### config.mk
export PLATFORM = sky130hd
export DESIGN_NAME = bcd_entry_ctrl
export DESIGN_NICKNAME = d
export VERILOG_FILES = /design/src/rtl/bcd_entry_ctrl.sv
export SDC_FILE = /design/constraint.sdc
export NUM_CORES = 1
export LEC_CHECK = 0
export CAP_MARGIN = 5
export CORE_MARGIN = 2
export CORE_UTILIZATION = 40
export CTS_BUF_LIST = sky130_fd_sc_hd__clkbuf_4 sky130_fd_sc_hd__clkbuf_8
export DETAILED_ROUTE_END_ITERATION = 10
export PLACE_DENSITY_LB_ADDON = 0.2
export RECOVER_POWER = 25
export SETUP_SLACK_MARGIN = 0.3
export SLEW_MARGIN = 20
export SYNTH_ARGS = -nofsm -noshare
export SYNTH_HDL_FRONTEND = slang
export SYNTH_SLANG_ARGS = --single-unit
### constraint.sdc
create_clock -name clk -period 1.4 [get_ports clk]
set_input_delay 0.28 -clock clk [delete_from_list [all_inputs] [get_ports clk]]
set_output_delay 0.28 -clock clk [all_outputs]
set_load 0.01 [all_outputs]
### src/rtl/bcd_entry_ctrl.sv
// rtl/bcd_entry_ctrl.sv - three-digit BCD operand entry with debounced key and valid/ready offer
//
// Ports:
//   clk         system clock, rising edge
//   rst_n       asynchronous active-low reset
//   key_in      raw digit-enter pushbutton (async, active-high)
//   key_num     BCD digit switches, sampled on an accepted press
//   sign_sw     negative-sign switch (async), sampled on the confirm press
//   opnd_ready  consumer accepts the offered operand
//   opnd_valid  a committed operand is offered
//   opnd_bcd    {huns, tens, ones} of the offered operand
//   opnd_neg    sign of the offered operand
//   opnd_sel    0 = operand A, 1 = operand B
//   track_led   one-hot entry position (1111 while offering)
//   err         sticky invalid-digit flag
module bcd_entry_ctrl #(
  parameter int DEB_CYCLES = 4
) (
  input  logic        clk,
  input  logic        rst_n,
  input  logic        key_in,
  input  logic [3:0]  key_num,
  input  logic        sign_sw,
  input  logic        opnd_ready,
  output logic        opnd_valid,
  output logic [11:0] opnd_bcd,
  output logic        opnd_neg,
  output logic        opnd_sel,
  output logic [3:0]  track_led,
  output logic        err
);

  typedef enum logic [2:0] {DIG0, DIG1, DIG2, CONFIRM, OFFER} state_t;

  localparam int CW = $clog2(DEB_CYCLES + 3);
  localparam logic [CW-1:0] DEB_MAX = CW'(DEB_CYCLES - 1);
  // Arming needs DEB_CYCLES real low samples; the two extra cover the
  // synchronizer's reset zeros, which are not genuine samples of the key.
  localparam logic [CW-1:0] ARM_MAX = CW'(DEB_CYCLES + 1);

  logic key_meta, key_s;
  logic sign_meta, sign_s;
  logic [CW-1:0] deb_cnt;
  logic [CW-1:0] arm_cnt;
  logic deb_level, deb_prev, armed;
  logic press;

  state_t state;
  logic [3:0] ones, tens, huns;

  always_ff @(posedge clk or negedge rst_n) begin
    if (!rst_n) begin
      key_meta  <= 1'b0;
      key_s     <= 1'b0;
      sign_meta <= 1'b0;
      sign_s    <= 1'b0;
    end else begin
      key_meta  <= key_in;
      key_s     <= key_meta;
      sign_meta <= sign_sw;
      sign_s    <= sign_meta;
    end
  end

  // Debounce: deb_cnt counts consecutive samples that differ from the
  // accepted level; any agreeing sample restarts the count.
  always_ff @(posedge clk or negedge rst_n) begin
    if (!rst_n) begin
      deb_cnt   <= '0;
      deb_level <= 1'b0;
      deb_prev  <= 1'b0;
    end else begin
      deb_prev <= deb_level;
      if (key_s == deb_level) begin
        deb_cnt <= '0;
      end else if (deb_cnt == DEB_MAX) begin
        deb_level <= key_s;
        deb_cnt   <= '0;
      end else begin
        deb_cnt <= deb_cnt + 1'b1;
      end
    end
  end

  // A key held through reset release must be seen released before any
  // rising edge counts as a press.
  always_ff @(posedge clk or negedge rst_n) begin
    if (!rst_n) begin
      arm_cnt <= '0;
      armed   <= 1'b0;
    end else if (!armed) begin
      if (key_s) begin
        arm_cnt <= '0;
      end else if (arm_cnt == ARM_MAX) begin
        armed <= 1'b1;
      end else begin
        arm_cnt <= arm_cnt + 1'b1;
      end
    end
  end

  assign press = deb_level && !deb_prev && armed;

  always_ff @(posedge clk or negedge rst_n) begin
    if (!rst_n) begin
      state      <= DIG0;
      ones       <= 4'd0;
      tens       <= 4'd0;
      huns       <= 4'd0;
      opnd_valid <= 1'b0;
      opnd_bcd   <= 12'h000;
      opnd_neg   <= 1'b0;
      opnd_sel   <= 1'b0;
      track_led  <= 4'b0001;
      err        <= 1'b0;
    end else begin
      case (state)
        DIG0, DIG1, DIG2: begin
          if (press) begin
            if (key_num > 4'd9) begin
              err <= 1'b1;
            end else begin
              err <= 1'b0;
              case (state)
                DIG0: begin
                  ones      <= key_num;
                  state     <= DIG1;
                  track_led <= 4'b0010;
                end
                DIG1: begin
                  tens      <= key_num;
                  state     <= DIG2;
                  track_led <= 4'b0100;
                end
                default: begin
                  huns      <= key_num;
                  state     <= CONFIRM;
                  track_led <= 4'b1000;
                end
              endcase
            end
          end
        end
        CONFIRM: begin
          if (press) begin
            opnd_bcd   <= {huns, tens, ones};
            opnd_neg   <= sign_s;
            opnd_valid <= 1'b1;
            state      <= OFFER;
            track_led  <= 4'b1111;
          end
        end
        OFFER: begin
          // Presses are ignored here; only the handshake moves on.
          if (opnd_valid && opnd_ready) begin
            opnd_valid <= 1'b0;
            opnd_sel   <= ~opnd_sel;
            ones       <= 4'd0;
            tens       <= 4'd0;
            huns       <= 4'd0;
            state      <= DIG0;
            track_led  <= 4'b0001;
          end
        end
        default: begin
          state      <= DIG0;
          opnd_valid <= 1'b0;
          track_led  <= 4'b0001;
        end
      endcase
    end
  end

endmodule
After elaboration in Yosys (flattened, before gate mapping) --
Index checks and enable logic that the tools add are counted.
Word-level totals: register bits after elaboration 48, input bits 9, output and inout bits 20, word-level logic and storage cells 95
Operators by class: add/subtract/negate cells 2, $lt $le $gt $ge 1, equal/unequal tests 15, mux-type cells 36, bitwise logic cells 4, reduce and logical (&&, ||, !) cells 18
Operators with widths (count):
- 2-to-1 mux 4 bit | 14
- one-hot mux 4 bit (2 select lines) | 4
- 2-to-1 mux 3 bit | 8
- inequality test 2 bit (second input constant) | 8
- AND reduction 5 bit | 3
- one-hot mux 4 bit (3 select lines) | 1
- AND reduction 2 bit | 5
- == test 3 x 2 -> 1 bit (second input constant) | 3
- one-hot mux 3 bit (3 select lines) | 1
- adder 3 x 1 -> 3 bit (second input constant) | 2
- == test 3 bit (second input constant) | 2
- 2-to-1 mux 1 bit | 6
- > comparator 4 bit (second input constant) | 1
- NOT 1 bit | 4
- one-hot mux 2 bit (2 select lines) | 1
- AND reduction 4 bit | 1
- == test 3 x 1 -> 1 bit (second input constant) | 1
- logical AND 1 bit | 3
- logical NOT 3 bit | 1
- one-hot mux 1 bit (3 select lines) | 1
- AND reduction 3 bit | 1
- OR reduction 3 bit | 1
- nonzero test 2 bit | 1
- OR reduction 2 bit | 1
- other kinds (2) | 2

Logic depth before layout (Yosys ltp) --
Gate-level depths: netlist (run 1).
depth after elaboration 6, depth in mapped cells 6

Worst setup path after synthesis (run 1) --
No wires, ideal clock.
path type flip-flop to flip-flop, start point reg state[1], end point reg opnd_bcd[0], setup time 125 ps, arrival time 1341 ps, required time 1275 ps, slack -65 ps, stages on the path, launching flop included 6, path through dfrtp_1 > buf_4 > nand2_1 > nor3_4 > buf_6 > mux2_2
Between the ends: word-level cells in the longest chain between the ends 2
RTL lines:
- from (decl) | line 48 | state_t state;
- from (signal assigned) | line 106 | state <= DIG0;
- from (signal assigned) | line 127 | state <= DIG1;
- from (signal assigned) | line 132 | state <= DIG2;
- == test 3 x 2 -> 1 bit | line 117 | case (state)
- AND reduction 2 bit (no source line)
- to (signal assigned) | line 146 | opnd_bcd <= {huns, tens, ones};
- to (decl) | line 26 | output logic [11:0] opnd_bcd,
No other way between the ends. A chain may end at the register's enable or synchronous reset.

Worst setup path after layout (run 1) --
start point reg state[2], end point reg opnd_bcd[5]
Same word-level chain as after synthesis.

==> Flow_metrics.wiki, run 1 <==
{| class="wikitable"
! Metric !! Value
|-
| Wire length of the first global-routing pass || 8.09 mm
|-
| Dominant cell type by area after synthesis || dfrtp_1
|-
| GR met1 Demand/Resource || 0.207
|-
| Sinks on Clock Net || 48
|-
| Total negative slack for setup checks || -778 ps
|-
| Number of violations reported at the end of detailed-routing iteration 0 || 78
|-
| Required time reported for the critical path endpoint || 1600 ps
|-
| Ys async rst share || 1.00
|-
| Die area || 0.00578 mm^2
|-
| Flop2flop setup slack || -70 ps
|-
| Die Wd || 76.0 um
|-
| RSZ-0062 raised after global routing || yes
|-
| Detailed Routing Iterations Pass 1 || 4
|-
| Switching power of the nets || 2.37 mW
|-
| Routability congestion estimate || 0.889
|-
| Global route overflow || 0
|-
| Post-route minimum period || 1470 ps
|-
| Area of the core || 0.00504 mm^2
|-
| Via count of the routed design || 1,720
|-
| Count of state elements after synthesis || 48
|-
| Mean number of vias per cell || 5.26
|-
| Fraction of final layout cells sized beyond drive strength 1 || 0.588
|-
| Global routing usage summed across all routing layers || 0.177
|-
| Clock tree root buffer cell || clkbuf_8
|-
| Non-Filler Cell Area, Final || 0.00323 mm^2
|-
| Final hold violation count || 0
|-
| Port-buffer cells || 28
|-
| Detailed placer's ending HPWL || 3.26 mm
|-
| Antenna Diode Count || 0
|-
| Portion of total power attributed to the clock network || 0.127
|-
| Crit path setup slack, layout || -70.2 ps
|-
| Die extent in y || 76.0 um
|-
| Setup Viol. Count Final || 17
|-
| Post-detailed-routing wire length || 5.32 mm
|-
| Synthesized net count || 183
|-
| Critical Path Start Type || flip-flop
|-
| Part of the cycle the worst path needs || 1.05
|-
| # IOs || 29
|-
| Status || complete, but fails checks
|-
| Depth of the worst register-to-register path || 4
|-
| Number of warnings reported in the yosys synthesis log || 0
|-
| Fraction of the yosys area taken by sequential cells || 0.580
|-
| Class of the most critical setup path || reg2reg
|-
| Synthesized cell area || 0.00207 mm^2
|-
| Number of max-cap violations || 0
|-
| Per-cell routed wire length || 16.3 um
|-
| Clock tree from TritonCTS || built
|-
| Startpoint of the worst hold path || sign_meta
|-
| LEAKAGE || 1.50 nW
|-
| Placement row count || 26
|-
| Gate count after technology mapping || 171
|-
| Clock transition at path regs || 100 ps
|-
| Detailed-route DRC error count || 0
|-
| H-tree depth || 2
|-
| Worst IR Drop VDD || 0.00102 V
|-
| Area added between synthesis and finish || 55.8%
|-
| Worst clock skew on the final layout || 14.6 ps
|-
| Relative contribution of combinational cells to total power || 0.510
|-
| Worst setup timing slack at the placement stage || -348 ps
|-
| Capturing point of the worst reg2reg path || opnd_bcd[5]
|-
| Most area-consuming cells after synthesis || dfrtp_1, mux2_2, a22o_1
|-
| Most crowded layer after global routing || met2
|-
| Cell-internal power || 4.06 mW
|-
| Clock buffers created by TritonCTS || 5
|-
| Placed Area || 0.00260 mm^2
|-
| Number of global-route vias before repair || 1,702
|-
| Switch share || 0.368
|-
| Violated checks || negative setup slack
|-
| Final Core Density || 0.641
|-
| Maximum fanout along the worst path || 8
|-
| Avg Synthesized Cell Area || 12.1 um^2
|-
| M3 GR Usage || 0.0438
|-
| Highest achievable clock rate || 680 MHz
|-
| Count of cell types in the netlist || 42
|-
| Power density over the cells || 1990 mW/mm^2
|-
| Worst Hold Depth || 0
|-
| Number of enable flip-flop cells after synthesis || 0
|-
| Number of antenna violations at the first check in global routing || 0
|-
| Sequential cell fraction of total power || 0.363
|-
| Share of Yosys cell area claimed by the top area cell type || 0.567
|-
| Crit end category || flip-flop
|-
| Number of nets still failing antenna checks after routing || 0
|-
| Placed Cells incl. Taps || 284
|-
| Classification of the worst-slack hold path || reg2reg
|-
| Effective utilization at floorplan || 0.411
|-
| Commonest register cell after synthesis || dfrtp_1
|-
| Critical Path AT || 1670 ps
|-
| Grt met2 use || 0.306
|-
| Worst Max-Slew Pin Slew || 640 ps
|-
| End point of the most critical hold path || sign_s
|-
| Largest net degree at the start of global routing || 49
|-
| Final #Nets || 268
|-
| Buffer depth of the longest clock path || 2
|-
| Max_slew headroom || 0.573
|-
| Startpoint of the lowest-slack register-to-register path || state[2]
|-
| Final-report max-slew violation count || 0
|-
| Clock latency on the worst-skew pair || 310 ps
|-
| Layout Cells excl Fill || 327
|}
==> flip-flops by register name, indices dropped and copies added (netlist names) <==
signal	count
opnd_bcd	12
huns	4
ones	4
tens	4
track_led	4
arm_cnt	3
deb_cnt	3
state	3
armed	1
deb_level	1
deb_prev	1
err	1
key_meta	1
key_s	1
opnd_neg	1
opnd_sel	1
opnd_valid	1
sign_meta	1
sign_s	1
==> layout by cell type (no fill, tap or decap), types with 2 or more instances in the layout <==
cell type | Yosys | layout
nor2_1 | 6 | 3
clkbuf_8 | 0 | 5
nor3_4 | 1 | 3
a21oi_1 | 3 | 2
dlygate4sd3_1 | 0 | 3
nand2_2 | 0 | 4
o21ai_2 | 0 | 2
dfrtp_2 | 0 | 2
dfrtp_1 | 47 | 45
buf_2 | 1 | 19
buf_6 | 1 | 13
o21ai_1 | 2 | 6
nor2_4 | 0 | 2
nor3b_2 | 0 | 2
mux2i_1 | 2 | 2
o22ai_1 | 3 | 2
o21ai_0 | 9 | 2
clkdlybuf4s50_1 | 0 | 2
a22o_1 | 12 | 12
ha_4 | 0 | 2
buf_4 | 1 | 40
buf_12 | 0 | 2
a211oi_2 | 0 | 2
clkinv_2 | 0 | 2
a31oi_1 | 3 | 2
inv_2 | 0 | 2
nand2_1 | 16 | 12
dlygate4sd2_1 | 0 | 3
mux2_4 | 0 | 14
nand3_2 | 0 | 11
==> power by group through the flow <==
stage,sequential (mW),combinational [mW],clock [mW]
3_3_place_gp,2.29,2.07,0
5_1_grt,2.39,3.51,0.903
2_1_floorplan,2.34,1.18,0
3_5_place_dp,2.33,2.17,0
4_1_cts,2.31,2.51,0.841
6_report,2.33,3.28,0.819
==> worst max path at each step <==
stage	start	to	slack, ps	cells after the start
detailed placement	key_num[2]	track_led[2]	-350	6
floorplan	armed	opnd_bcd[0]	-30	4
CTS	deb_prev	opnd_bcd[5]	-30	4
finish	state[2]	opnd_bcd[5]	-70	4
global route	state[2]	opnd_neg	-80	4
global placement	key_num[2]	track_led[2]	-290	6
==> metal layers <==
metal	wire length, um	up-vias
li1	-	796
met1	2220	865
met2	2750	42
met3	206	17
met4	144	0
met5	0	-
==> per-stage QoR <==
| step | hold WS, ps | total power [mW] |
|---|---|---|
| after CTS | 365 | 5.67 |
| final | 360 | 6.43 |
| after global routing | 367 | 6.80 |
| after floorplan | -15.6 | 3.52 |
| after global placement | 279 | 4.37 |
| after detailed placement | 284 | 4.49 |
==> kinds of logic after synthesis <==
| logic type | Yosys count | share of synthesized area |
|---|---|---|
| AOI/OAI and AO/OA | 45 | 0.152 |
| xor gates and xnor gates | 2 | 0.00845 |
| adders and majority gates | 3 | 0.0181 |
| buffers and inverters | 8 | 0.0205 |
| DFF | 48 | 0.580 |
| muxes | 16 | 0.0857 |
| and+or+nand+nor | 49 | 0.135 |
==> layout make-up <==
| type | count | area (um^2) |
|---|---|---|
| clock buffers | 5 | 68.8 |
| repair buffers | 83 | 666 |
| fillers | 376 | 1810 |
| clock inverters | 3 | 18.8 |
| well taps | 70 | 87.6 |
| multi-input cells | 115 | 1170 |
| inverters | 3 | 11.3 |
| flip-flops and latches | 48 | 1200 |
==> cell usage after synthesis (2+ instances only) <==
| cell | number |
|---|---|
| a211oi_1 | 2 |
| mux2_2 | 14 |
| nand3_1 | 12 |
| clkbuf_1 | 2 |
| a21oi_1 | 3 |
| inv_1 | 3 |
| o21bai_1 | 3 |
| nand2b_1 | 2 |
| nand2_1 | 16 |
| o21ai_0 | 9 |
| dfrtp_1 | 47 |
| nor3b_1 | 2 |
| a22o_1 | 12 |
| mux2i_1 | 2 |
| xnor2_1 | 2 |
| ha_1 | 3 |
| a31oi_1 | 3 |
| nor2_1 | 6 |
| o22ai_1 | 3 |
| nor2b_1 | 2 |
| o21ai_1 | 2 |
==> critical path: stages, from the launching register on <==
cell	delay, ps
dfrtp_2	450
buf_12	140
nor3_4	250
buf_6	200
mux2_4	310
==> timing repair <==
action | in CTS | in global routing
cloned | 0 | 0
gates resized for setup | 135 | 39
buffers inserted | 13 | 21
hold buffers | 1 | 0
endpoints found under the hold margin | 47 | 0
endpoints found under the setup margin | 58 | 61
pin swaps | 16 | 32
Note: power is estimated with default switching activity, not from simulation.
==> run 2, diff against run 1 <==
Settings changed: CTS_CLUSTER_DIAMETER from default to 150, GPL_ROUTABILITY_DRIVEN from default to 0.
==> results of run 2 <==
No change in the layout: final DEF, timing and power equal those of run 1.
==> run 3, diff against run 2 <==
Settings changed: CORE_ASPECT_RATIO from default to 1.1, GPL_ROUTABILITY_DRIVEN 0 to default.
==> run 3 against run 2 <==
The flow still finishes with violations (negative setup slack). Non-clock buffer count decreased by 3. Flip-flop and latch count stayed put. Sequential share of layout area about the same. Worst hold slack worse by 6.6 ps. Routed wire length is 3.1% higher. Highest routed layer unchanged.
==> Flow_metrics.wiki, run 3 (synthesized netlist as in run 1, its figures left out) <==
{| class="wikitable"
! Metric !! Value
|-
| Placed Cells incl. Taps || 273
|-
| Cell-internal power || 4.18 mW
|-
| Maximum fanout along the worst path || 6
|-
| Delay of the slowest cell on the worst path || 460 ps
|-
| Number of antenna violations at the first check in global routing || 0
|-
| Power density over the cells || 2030 mW/mm^2
|-
| Final #Nets || 265
|-
| Mean number of vias per cell || 5.38
|-
| Per-cell routed wire length || 17.6 um
|-
| Portion of total power attributed to the clock network || 0.156
|-
| Clock latency on the worst-skew pair || 310 ps
|-
| Port-buffer cells || 28
|-
| Final hold violation count || 0
|-
| Antenna Diode Count || 0
|-
| Clock tree from TritonCTS || built
|-
| Number of nets still failing antenna checks after routing || 0
|-
| Post-detailed-routing wire length || 5.48 mm
|-
| Worst hold margin || 353 ps
|-
| Class of the most critical setup path || reg2reg
|-
| Final Core Density || 0.647
|-
| Commonest non-fill, non-tap cells in the layout || dfrtp_1, buf_4, buf_6, buf_2, a22o_1
|-
| Relative contribution of combinational cells to total power || 0.489
|-
| Buffers and inverters on the worst path || 0
|-
| Required time reported for the critical path endpoint || 1600 ps
|-
| Most common library cell in the layout ignoring fill and taps || dfrtp_1
|-
| Category of cells accounting for the largest share of critical-path delay || flip-flops
|-
| Switching power of the nets || 2.38 mW
|-
| Number of global-route vias before repair || 1,829
|-
| Global route overflow || 0
|-
| Startpoint of the worst hold path || sign_meta
|-
| Status || complete, but fails checks
|-
| Largest net degree at the start of global routing || 49
|-
| H-tree depth || 2
|-
| Die Wd || 72.6 um
|-
| Number of violations reported at the end of detailed-routing iteration 0 || 105
|-
| Sequential cell fraction of total power || 0.355
|-
| Final-report max-slew violation count || 0
|-
| Die area || 0.00578 mm^2
|-
| Critical-path top delay cell || dfrtp_2
|-
| Critical path startpoint || state[2]
|-
| Largest register FFs || 12
|-
| Routability congestion estimate || 0.822
|-
| Via count of the routed design || 1,680
|-
| Fraction of final layout cells sized beyond drive strength 1 || 0.579
|-
| Detailed Routing Iterations Pass 1 || 4
|-
| Wire length of the first global-routing pass || 8.85 mm
|-
| Worst IR Drop VDD || 0.000826 V
|-
| Sinks on Clock Net || 48
|-
| Buffer depth of the longest clock path || 2
|-
| Clock transition at path regs || 100 ps
|-
| Part of the cycle the worst path needs || 1.04
|-
| Violated checks || negative setup slack
|-
| Area added between synthesis and finish || 56.0%
|-
| Classification of the worst-slack hold path || reg2reg
|-
| Max_slew headroom || 0.560
|-
| Post-layout power || 6.57 mW
|-
| Cell-by-cell trace of the critical path || and4bb_2 -> nand2_4 -> a22o_1 -> a22o_1
|-
| RSZ-0062 raised after global routing || yes
|-
| Worst Max-Slew Pin Slew || 659 ps
|-
| Number of max-cap violations || 0
|-
| Detailed-route DRC error count || 0
|-
| Crit end category || flip-flop
|-
| Number of filler cells placed in the layout || 389
|-
| Register bank with the most flops || opnd_bcd
|-
| Effective utilization at floorplan || 0.415
|-
| Startpoint of the lowest-slack register-to-register path || state[2]
|-
| Non-Filler Cell Area, Final || 0.00323 mm^2
|-
| Total negative slack for setup checks || -177 ps
|-
| LEAKAGE || 1.52 nW
|-
| Setup Viol. Count Final || 8
|-
| Crit path setup slack, layout || -59.9 ps
|-
| Clock tree root buffer cell || clkbuf_8
|-
| Worst setup timing slack at the placement stage || -345 ps
|-
| Post-route minimum period || 1460 ps
|-
| Global routing usage summed across all routing layers || 0.202
|-
| Critical Path Start Type || flip-flop
|-
| Die extent in y || 79.5 um
|-
| # IOs || 29
|-
| Layout Cells excl Fill || 312
|-
| Placed Area || 0.00258 mm^2
|-
| Area of the core || 0.00500 mm^2
|-
| Clock buffers created by TritonCTS || 5
|-
| Detailed placer's ending HPWL || 3.31 mm
|-
| Placement row count || 27
|-
| Highest achievable clock rate || 685 MHz
|-
| Worst clock skew on the final layout || 9.64 ps
|-
| CP dominant cell by count || a22o_1
|-
| Critical Path AT || 1660 ps
|-
| Switch share || 0.363
|}
## run 3: cell count changes in the layout (fill, tap and decap cells not counted), sizes merged
cell / change
clkinv: -3
buf: -3
inv: +1
clkinvlp: +1
bufinv: +1
## run 3: final timing paths
kind	endpoint	slack, ps	depth (start not counted)
worst max-delay path	tens[1]	-60	4
worst max register to register	tens[1]	-60	4
worst min register to register	sign_s	350	0
min in group asynchronous	huns[1]	640	3
worst min-delay path	sign_s	350	0
max in group asynchronous	state[1]	280	3
## run 3: worst register-to-register path: stages, from the launching register on
cell and delay (ps):
dfrtp_2 460, and4bb_2 360, nand2_4 90, a22o_1 250
a22o_1 210
## run 3: layout make-up
type,count,area (um^2),area share
Tap cell,58,72.6,0.0224
Inverter,3,11.3,0.00348
Multi-Input combinational cell,115,1170,0.361
Timing Repair Buffer,80,662,0.205
Clock inverter,3,46.3,0.0143
Sequential cell,48,1200,0.373
Clock buffer,5,68.8,0.0213
## run 3: what timing repair did
action,in CTS,in global routing
cloned,1,0
pin swaps,22,10
hold buffers,1,0
setup buffers,21,8
setup endpoints to repair,58,61
endpoints found under the hold margin,47,0
resized for setup,158,25
## run 3: power groups by stage
stage	Clock [mW]	Combinational [mW]	Sequential [mW]
final	1.03	3.21	2.33
after CTS	1.04	2.82	2.30
after detailed placement	0	2.20	2.32
after global routing	1.12	3.47	2.39
after floorplan	0	1.18	2.34
after global placement	0	2.09	2.29
## run 3: layer usage
metal  track usage  wire, um
met5             0         0
met4        0.0870        91
met3        0.0417       154
met2         0.374      3110
met1         0.217      2130
